File: config.mk
export PLATFORM = sky130hd
export DESIGN_NAME = uart_tx_arbiter
export DESIGN_NICKNAME = d
export VERILOG_FILES = /design/src/rtl/uart_tx_arbiter.sv
export SDC_FILE = /design/constraint.sdc
export NUM_CORES = 1
export LEC_CHECK = 0
export CORE_MARGIN = 10
export CORE_UTILIZATION = 57
export CTS_CLUSTER_DIAMETER = 150
export DETAILED_ROUTE_END_ITERATION = 8
export DONT_BUFFER_PORTS = 1
export GPL_ROUTABILITY_DRIVEN = 0
export GPL_TIMING_DRIVEN = 1
export HOLD_SLACK_MARGIN = 0.06
export PLACE_DENSITY = 0.77
export SYNTH_ARGS = -nofsm -noshare
export SYNTH_HDL_FRONTEND = slang
export SYNTH_SLANG_ARGS = --single-unit
File: constraint.sdc
create_clock -name i_uart_clk -period 1.7 [get_ports i_uart_clk]
set_input_delay 0.34 -clock i_uart_clk [delete_from_list [all_inputs] [get_ports i_uart_clk]]
set_output_delay 0.34 -clock i_uart_clk [all_outputs]
set_load 0.05 [all_outputs]
File: src/rtl/uart_tx_arbiter.sv
// Round-robin, message-locked arbiter that shares one uart_tx between NUM_REQ byte streams.
// A grant is held from a requester's first byte until its last byte leaves uart_tx.
module uart_tx_arbiter #(
  parameter int NUM_REQ      = 4,
  parameter int ACK_TIMEOUT  = 4,
  parameter int LOCK_TIMEOUT = 256
) (
  input  logic                 i_uart_clk,
  input  logic                 i_reset,
  input  logic [NUM_REQ-1:0]   i_req_valid,
  input  logic [8*NUM_REQ-1:0] i_req_data,
  input  logic [NUM_REQ-1:0]   i_req_last,
  output logic [NUM_REQ-1:0]   o_req_ready,
  output logic [NUM_REQ-1:0]   o_grant,
  output logic                 o_tx_write,
  output logic [7:0]           o_tx_data,
  input  logic                 i_tx_busy,
  output logic                 o_ack_timeout
);

  localparam int PTR_W = (NUM_REQ > 1) ? $clog2(NUM_REQ) : 1;
  localparam int ACK_W = (ACK_TIMEOUT > 0) ? $clog2(ACK_TIMEOUT + 1) : 1;
  localparam int GAP_W = (LOCK_TIMEOUT > 0) ? $clog2(LOCK_TIMEOUT + 1) : 1;

  localparam logic [PTR_W:0]   NUM_REQ_W = (PTR_W + 1)'(NUM_REQ);
  localparam logic [ACK_W-1:0] ACK_LAST  = (ACK_TIMEOUT > 0) ? ACK_W'(ACK_TIMEOUT - 1) : '0;
  localparam logic [GAP_W-1:0] GAP_LAST  = (LOCK_TIMEOUT > 0) ? GAP_W'(LOCK_TIMEOUT - 1) : '0;

  // state     | meaning
  // IDLE      | no owner; pick the next requester round-robin
  // LOAD      | owner holds uart_tx, waiting for its next byte
  // SEND      | byte latched, pulse write once uart_tx is free
  // WAIT_ACK  | write issued, waiting for busy to rise
  // WAIT_DONE | uart_tx shifting the byte out
  typedef enum logic [2:0] {
    S_IDLE,
    S_LOAD,
    S_SEND,
    S_WAIT_ACK,
    S_WAIT_DONE
  } state_t;

  state_t             state;
  logic [PTR_W-1:0]   rr_ptr;
  logic               last_q;
  logic [ACK_W-1:0]   ack_cnt;
  logic [GAP_W-1:0]   gap_cnt;

  logic [2*NUM_REQ-1:0] valid_rot;
  logic [PTR_W-1:0]     win_off;
  logic [PTR_W:0]       win_sum;
  logic [PTR_W-1:0]     win_idx;
  logic [NUM_REQ-1:0]   win_onehot;
  logic [7:0]           sel_data;
  logic                 sel_last;
  logic [PTR_W-1:0]     next_ptr;
  logic                 take;
  logic                 byte_done;
  logic                 lock_expire;
  logic                 release_grant;

  // Rotate valids so offset 0 is the RR pointer, then take the lowest set offset.
  always_comb begin
    valid_rot = {i_req_valid, i_req_valid} >> rr_ptr;
    win_off   = '0;
    for (int k = NUM_REQ - 1; k >= 0; k--) begin
      if (valid_rot[k]) win_off = PTR_W'(k);
    end
    win_sum = {1'b0, rr_ptr} + {1'b0, win_off};
    if (win_sum >= NUM_REQ_W) win_sum = win_sum - NUM_REQ_W;
    win_idx    = win_sum[PTR_W-1:0];
    win_onehot = NUM_REQ'(1) << win_idx;
  end

  always_comb begin
    sel_data = '0;
    sel_last = 1'b0;
    next_ptr = '0;
    for (int k = 0; k < NUM_REQ; k++) begin
      if (o_grant[k]) begin
        sel_data = i_req_data[8*k +: 8];
        sel_last = i_req_last[k];
        next_ptr = PTR_W'((k + 1) % NUM_REQ);
      end
    end
  end

  assign o_req_ready = (state == S_LOAD) ? (o_grant & i_req_valid) : '0;
  assign o_tx_write  = (state == S_SEND) && !i_tx_busy;
  assign take        = |o_req_ready;

  assign byte_done = ((state == S_WAIT_ACK) && !i_tx_busy && (ack_cnt == ACK_LAST)) ||
                     ((state == S_WAIT_DONE) && !i_tx_busy);
  assign lock_expire = (LOCK_TIMEOUT != 0) && (state == S_LOAD) && !take &&
                       (gap_cnt == GAP_LAST);
  assign release_grant = (byte_done && last_q) || lock_expire;

  always_ff @(posedge i_uart_clk or posedge i_reset) begin
    if (i_reset) begin
      state         <= S_IDLE;
      o_grant       <= '0;
      o_tx_data     <= '0;
      o_ack_timeout <= 1'b0;
      rr_ptr        <= '0;
      last_q        <= 1'b0;
      ack_cnt       <= '0;
      gap_cnt       <= '0;
    end else begin
      o_ack_timeout <= 1'b0;
      case (state)
        S_IDLE: begin
          if (|i_req_valid) begin
            o_grant <= win_onehot;
            gap_cnt <= '0;
            state   <= S_LOAD;
          end
        end
        S_LOAD: begin
          if (take) begin
            o_tx_data <= sel_data;
            last_q    <= sel_last;
            gap_cnt   <= '0;
            state     <= S_SEND;
          end else if (LOCK_TIMEOUT != 0) begin
            gap_cnt <= gap_cnt + 1'b1;
          end
        end
        S_SEND: begin
          if (!i_tx_busy) begin
            ack_cnt <= '0;
            state   <= S_WAIT_ACK;
          end
        end
        S_WAIT_ACK: begin
          if (i_tx_busy) begin
            state <= S_WAIT_DONE;
          end else if (ack_cnt == ACK_LAST) begin
            o_ack_timeout <= 1'b1;
          end else begin
            ack_cnt <= ack_cnt + 1'b1;
          end
        end
        S_WAIT_DONE: begin
        end
        default: state <= S_IDLE;
      endcase

      // Completion and release override the per-state updates above.
      if (release_grant) begin
        o_grant <= '0;
        rr_ptr  <= next_ptr;
        state   <= S_IDLE;
      end else if (byte_done) begin
        gap_cnt <= '0;
        state   <= S_LOAD;
      end
    end
  end

endmodule
Yosys cells after proc, flatten, opt, wreduce, memory -nomap -nowiden --
Index checks and enable logic that the tools add are counted.
Operators by class: add/sub/neg operators 4, magnitude comparators 1, equality and inequality tests 14, shifts and indexed selects 2, muxes and demuxes 40, bitwise logic cells 1, reductions and logical operators 21
Operators with widths (count):
- 9-bit two-way mux | 4
- 8-bit two-way mux | 4
- 3-bit two-way mux | 9
- 9-bit case mux with 2 select lines | 1
- 2-bit two-way mux | 8
- 4-bit two-way mux | 4
- 4-bit != test, second input constant | 4
- 3-bit case mux with 5 select lines | 1
- 9-bit by 1-bit adder with 9-bit output, second input constant | 1
- 3-bit by 2-bit == test with 1-bit output, second input constant | 3
- 9-bit by 8-bit == test with 1-bit output, second input constant | 1
- 1-bit two-way mux | 8
- 4-bit OR reduction | 2
- 8-bit by 2-bit right shift with 4-bit output | 1
- 1-bit logical AND | 7
- 2-bit != test, second input constant | 3
- 3-bit case mux with 2 select lines | 1
- 2-bit nonzero test | 3
- 5-bit AND reduction | 1
- 4-bit AND | 1
- 2-bit AND reduction | 2
- 4-bit AND reduction | 1
- 1-bit by 2-bit left shift with 4-bit output, first input constant | 1
- 2-bit by 2-bit adder with 3-bit output | 1
- 9 further kinds | 11
Word-level totals: register bits after elaboration 31, input port bits 43, output and inout bits 18

Logic depth before layout (Yosys ltp) --
word-level depth 12, depth in mapped cells 9, mapped depth without buffers 8

Worst setup path before layout --
Ideal clock, no wire load.
kind reg-to-output, from reg o_grant[3], to out o_req_ready[3], arrival 1752 ps, slack -392 ps, stages on the path, launching flop included 4, cells stage by stage dfrtp_1 clkbuf_1 nand2_1 nor2_1
On the way: cells in the longest elaborated chain, start to end 2
Ends and longest elaborated chain:
- start: declaration | line 14 | output logic [NUM_REQ-1:0] o_grant,
- start signal: assignment | line 113 | o_grant <= win_onehot;
- 4-bit AND | line 88 | assign o_req_ready = (state == S_LOAD) ? (o_grant & i_req_valid) : '0;
- 4-bit two-way mux | line 88
- end: declaration | line 13 | output logic [NUM_REQ-1:0] o_req_ready,
No other way between the ends.

Worst setup path in the final report --
from reg state[1], to reg o_grant[0]
On the way: cells in the longest elaborated chain, start to end 9, elaborated cells between the ends (all ways) 19, classes of those cells 3 x eq/ne; 2 x mux; 14 x reduce/logical
Ends and longest elaborated chain:
- start: declaration | line 43 | state_t state;
- start signal: assignment | line 100 | state <= S_IDLE;
- start signal: assignment | line 115 | state <= S_LOAD;
- start signal: assignment | line 123 | state <= S_SEND;
- 3-bit by 1-bit == test with 1-bit output | line 88, 94
- 4-bit two-way mux | line 88
- 4-bit OR reduction | line 90 | assign take = |o_req_ready;
- 1-bit logical NOT | line 94 | assign lock_expire = (LOCK_TIMEOUT != 0) && (state == S_LOAD) && !take &&
- 1-bit logical AND (2 in series) | line 94
- 1-bit logical OR | line 96 | assign release_grant = (byte_done && last_q) || lock_expire;
- 2-bit nonzero test (no source line)
- 2-bit AND reduction (no source line)
Several ways; a longest one is shown, not always the timed one. A chain may end at the register's enable or synchronous reset.

==> summary.txt <==
CTS
  – TritonCTS clock tree: done
  – Longest Clk Path Bufs: 2
  – Cts bufs inserted: 5
  – H-tree levels: 2
  – CTS Root Cell: clkbuf_4
  – Later-pin clock latency in the skew report: 0.34 ns
  – TritonCTS Sinks: 31
  – Clk slew on worst S/H paths: 0.10 ns

Routing
  – DR pass1 iterations: 4
  – Final ANT Viol Nets: 0
  – Final WL: 5.85 mm
  – Vias per cell: 6.17
  – Routed len/inst: 18.8 um
  – Via count: 1,920
  – Initial DRC count: 100
  – # DRC: 0

Place
  – Pre-CTS worst setup slack: -0.0391 ns
  – Post-DP HPWL: 3.83 mm
  – Placed cell area: 2310 um2
  – PortBufs: 0

Floorplan
  – Rows: 21
  – Number of I/O pins: 61
  – Chip Height: 79.2 um
  – Initial Util: 59.4%
  – Die X: 79.2 um
  – Die ar.: 6270 um2
  – Core area: 3360 um2

Yosys
  – Warnings, synthesis: 0
  – Post-Syn Instances: 231
  – Top cells by area, synth: dfrtp_1 (39%), a21oi_1 (6.8%), nor2_1 (6.2%), a221oi_1 (3.9%), nor2b_1 (3.8%)
  – Ys async rst share: 100%
  – Synth top area share: 38.8%
  – Synth area leader: dfrtp_1
  – Unique cell type count in the Yosys netlist: 51
  – Syn Area/Cell: 8.64 um2
  – Flops & latches, synth: 31
  – Register area share after synthesis: 38.8%
  – Synth Net Count: 279
  – EDFF count, synth: 0
  – Post-Syn Area: 2000 um2
  – Synth Flop Type: dfrtp_1

Setup path
  – Startpoint types: flop
  – CP Data Required Time: 1.92 ns
  – Crit path DAT: 2.12 ns
  – Crit-path max FO: 8
  – FF-to-FF End: o_grant[0]
  – FF-to-FF path depth: 7
  – Crit path capture type: flop
  – Worst flop-to-flop path startpoint: state[1]
  – Crit path from: state[1]
  – CP endpoint: o_grant[0]
  – Classification of the worst setup path: flop to flop
  – R2R Setup Slk: -0.20 ns

Cells and area
  – Reg area: 782 um2
  – Design area: 2660 um2
  – Final antenna diode count: 0
  – Final #Nets: 312
  – Layout area overhead: 33.1%
  – Multi-input logic area: 1320 um2
  – Layout fillers: 226
  – Fraction of layout cells with a size suffix above 1: 34.7%

STA
  – Worst Slack Setup Final: -0.197 ns
  – Crit path time final: 1.90 ns
  – Worst Tran Pin Value: 0.558 ns
  – # setup viols final: 19
  – Fin. Hold Viols: 0
  – Crit share post-route: 112%
  – Relative max-transition margin: 62.4%
  – RSZ-0062 raised after global routing: yes
  – Final Max Tran Viols: 0
  – Clock skew: 0.00989 ns
  – Max Clk Rate: 0.527 GHz

Power
  – Clock Power Share: 8.9%
  – Overall Power: 4.64 mW
  – Sw Ratio: 48.8%
  – NetSw: 2.26 mW
  – Gate power share: 57.4%
  – Int Power: 2.38 mW
  – Power per cell area: 1750 nW/um2
  – Peak supply drop: 1.17 mV
  – Lkg Pwr: 1.07 nW
  – Flop pwr share: 33.6%

Job
  – Max Cap Viol: 0

Global route
  – Total Routing Usage GR: 16.8%
  – Largest net degree at the start of global routing: 25
  – Vias in the first global route: 1,857
  – First-pass GRT wire length: 8.69 mm
  – Grt total ovfl: 0
  – Antenna violations before repair: 0

Hold path
  – Class of the worst hold path: input pin to flop

Outcome
  – Outcome: complete, but fails checks
  – Violated checks: setup timing
cell families (layout without fill, tap and decap cells):
family                     count (synthesis)  in the layout  share of synthesized area [%]
AOI/OAI and AO/OA                         76             76                           26.3
muxes                                      1              1                          0.501
and+or+nand+nor                           95             95                           25.0
xor gates and xnor gates                   1              1                          0.439
adders and majority gates                  5              5                           3.13
buffers and inverters                     22             56                           5.76
DFF                                       31             31                           38.8
state kept, by name, indices dropped and copies added (netlist names):
register       flops
state              3
o_tx_data          8
o_ack_timeout      1
rr_ptr             2
o_grant            4
ack_cnt            3
gap_cnt            9
last_q             1
area by class of cell:
class / count / share of cell area (%)
clock buffers: 7 / 1.69
multi-input cells: 178 / 49.5
clock inverters: 1 / 0.188
flip-flops and latches: 31 / 29.4
inverters: 8 / 1.13
repair buffers: 40 / 16.0
well taps: 46 / 2.16
cells in the final DEF, fill, tap and decap left out, drive strengths merged, types with 4 or more instances in the layout:
cell type,count
a21oi,28
a221oi,9
buf,39
clkbuf,7
dfrtp,31
ha,5
inv,8
nand2,14
nand3,8
nor2,34
nor2b,12
nor3,10
o21ai,11
o31ai,4
per-stage QoR:
step                      std cells  hold WS, ns  utilization, %  setup TNS [ns]
final                           311        0.212            79.1           -2.45
after global routing            311        0.203            79.1           -3.79
after CTS                       305        0.190            72.4          -0.736
after detailed placement        293        0.213            68.6         -0.0931
after global placement          293        0.213            68.6               0
after floorplan                 231        0.443               -          -0.216
synth_stat cells (3+ instances only):
library cell / number
a311oi_1: 3
o21ai_0: 10
clkbuf_1: 6
nor2b_1: 12
ha_1: 5
a22oi_1: 3
nor2_1: 33
nand3_1: 8
nor3_1: 9
a221oi_1: 9
nand2_1: 14
inv_1: 8
a21oi_1: 27
dfrtp_1: 31
buf_4: 4
nand2b_1: 3
per-layer routing:
layer,global-route usage (%),up-vias,part of all wire [%],wire [um]
met5,0,-,0,0
met4,5.56,0,0.97,57
met3,6.19,7,7.8,454
met2,27.4,73,51,2960
met1,19.9,919,41,2370
li1,-,921,-,-
worst max-delay path, stage by stage, from the launching register on:
cell	delay [ns]
dfrtp_1	0.39
or3b_4	0.41
buf_4	0.14
buf_6	0.10
and3b_1	0.23
buf_6	0.16
a2bb2oi_4	0.10
a32o_1	0.23
timing repair:
item / CTS / global route
resized for setup: 13 / 41
pin swaps: 11 / 18
setup endpoints to repair: 10 / 27
hold buffers: 1 / 0
setup buffers: 3 / 8
endpoints found under the hold margin: 7 / 0
worst min-delay path by stage:
stage / start / slack (ns) / endpoint / cells past startpoint
final: i_req_data[27] / 0.21 / o_tx_data[3] / 2
after global routing: i_req_data[27] / 0.20 / o_tx_data[3] / 2
after CTS: i_tx_busy / 0.19 / state[2] / 2
after detailed placement: i_reset / 0.21 / o_tx_data[2] / 1
after global placement: i_reset / 0.21 / o_tx_data[2] / 1
after floorplan: i_reset / 0.44 / ack_cnt[0] / 1
power by group through the flow:
| stage | Clock (mW) | Sequential, mW | Combinational, mW |
|---|---|---|---|
| 2_1_floorplan | 0 | 1.62 | 1.45 |
| 3_3_place_gp | 0 | 1.56 | 2.02 |
| 4_1_cts | 0.423 | 1.55 | 2.26 |
| 6_report | 0.414 | 1.56 | 2.67 |
| 3_5_place_dp | 0 | 1.56 | 2.07 |
| 5_1_grt | 0.448 | 1.59 | 2.89 |
Power figures use the tool's default switching activity.
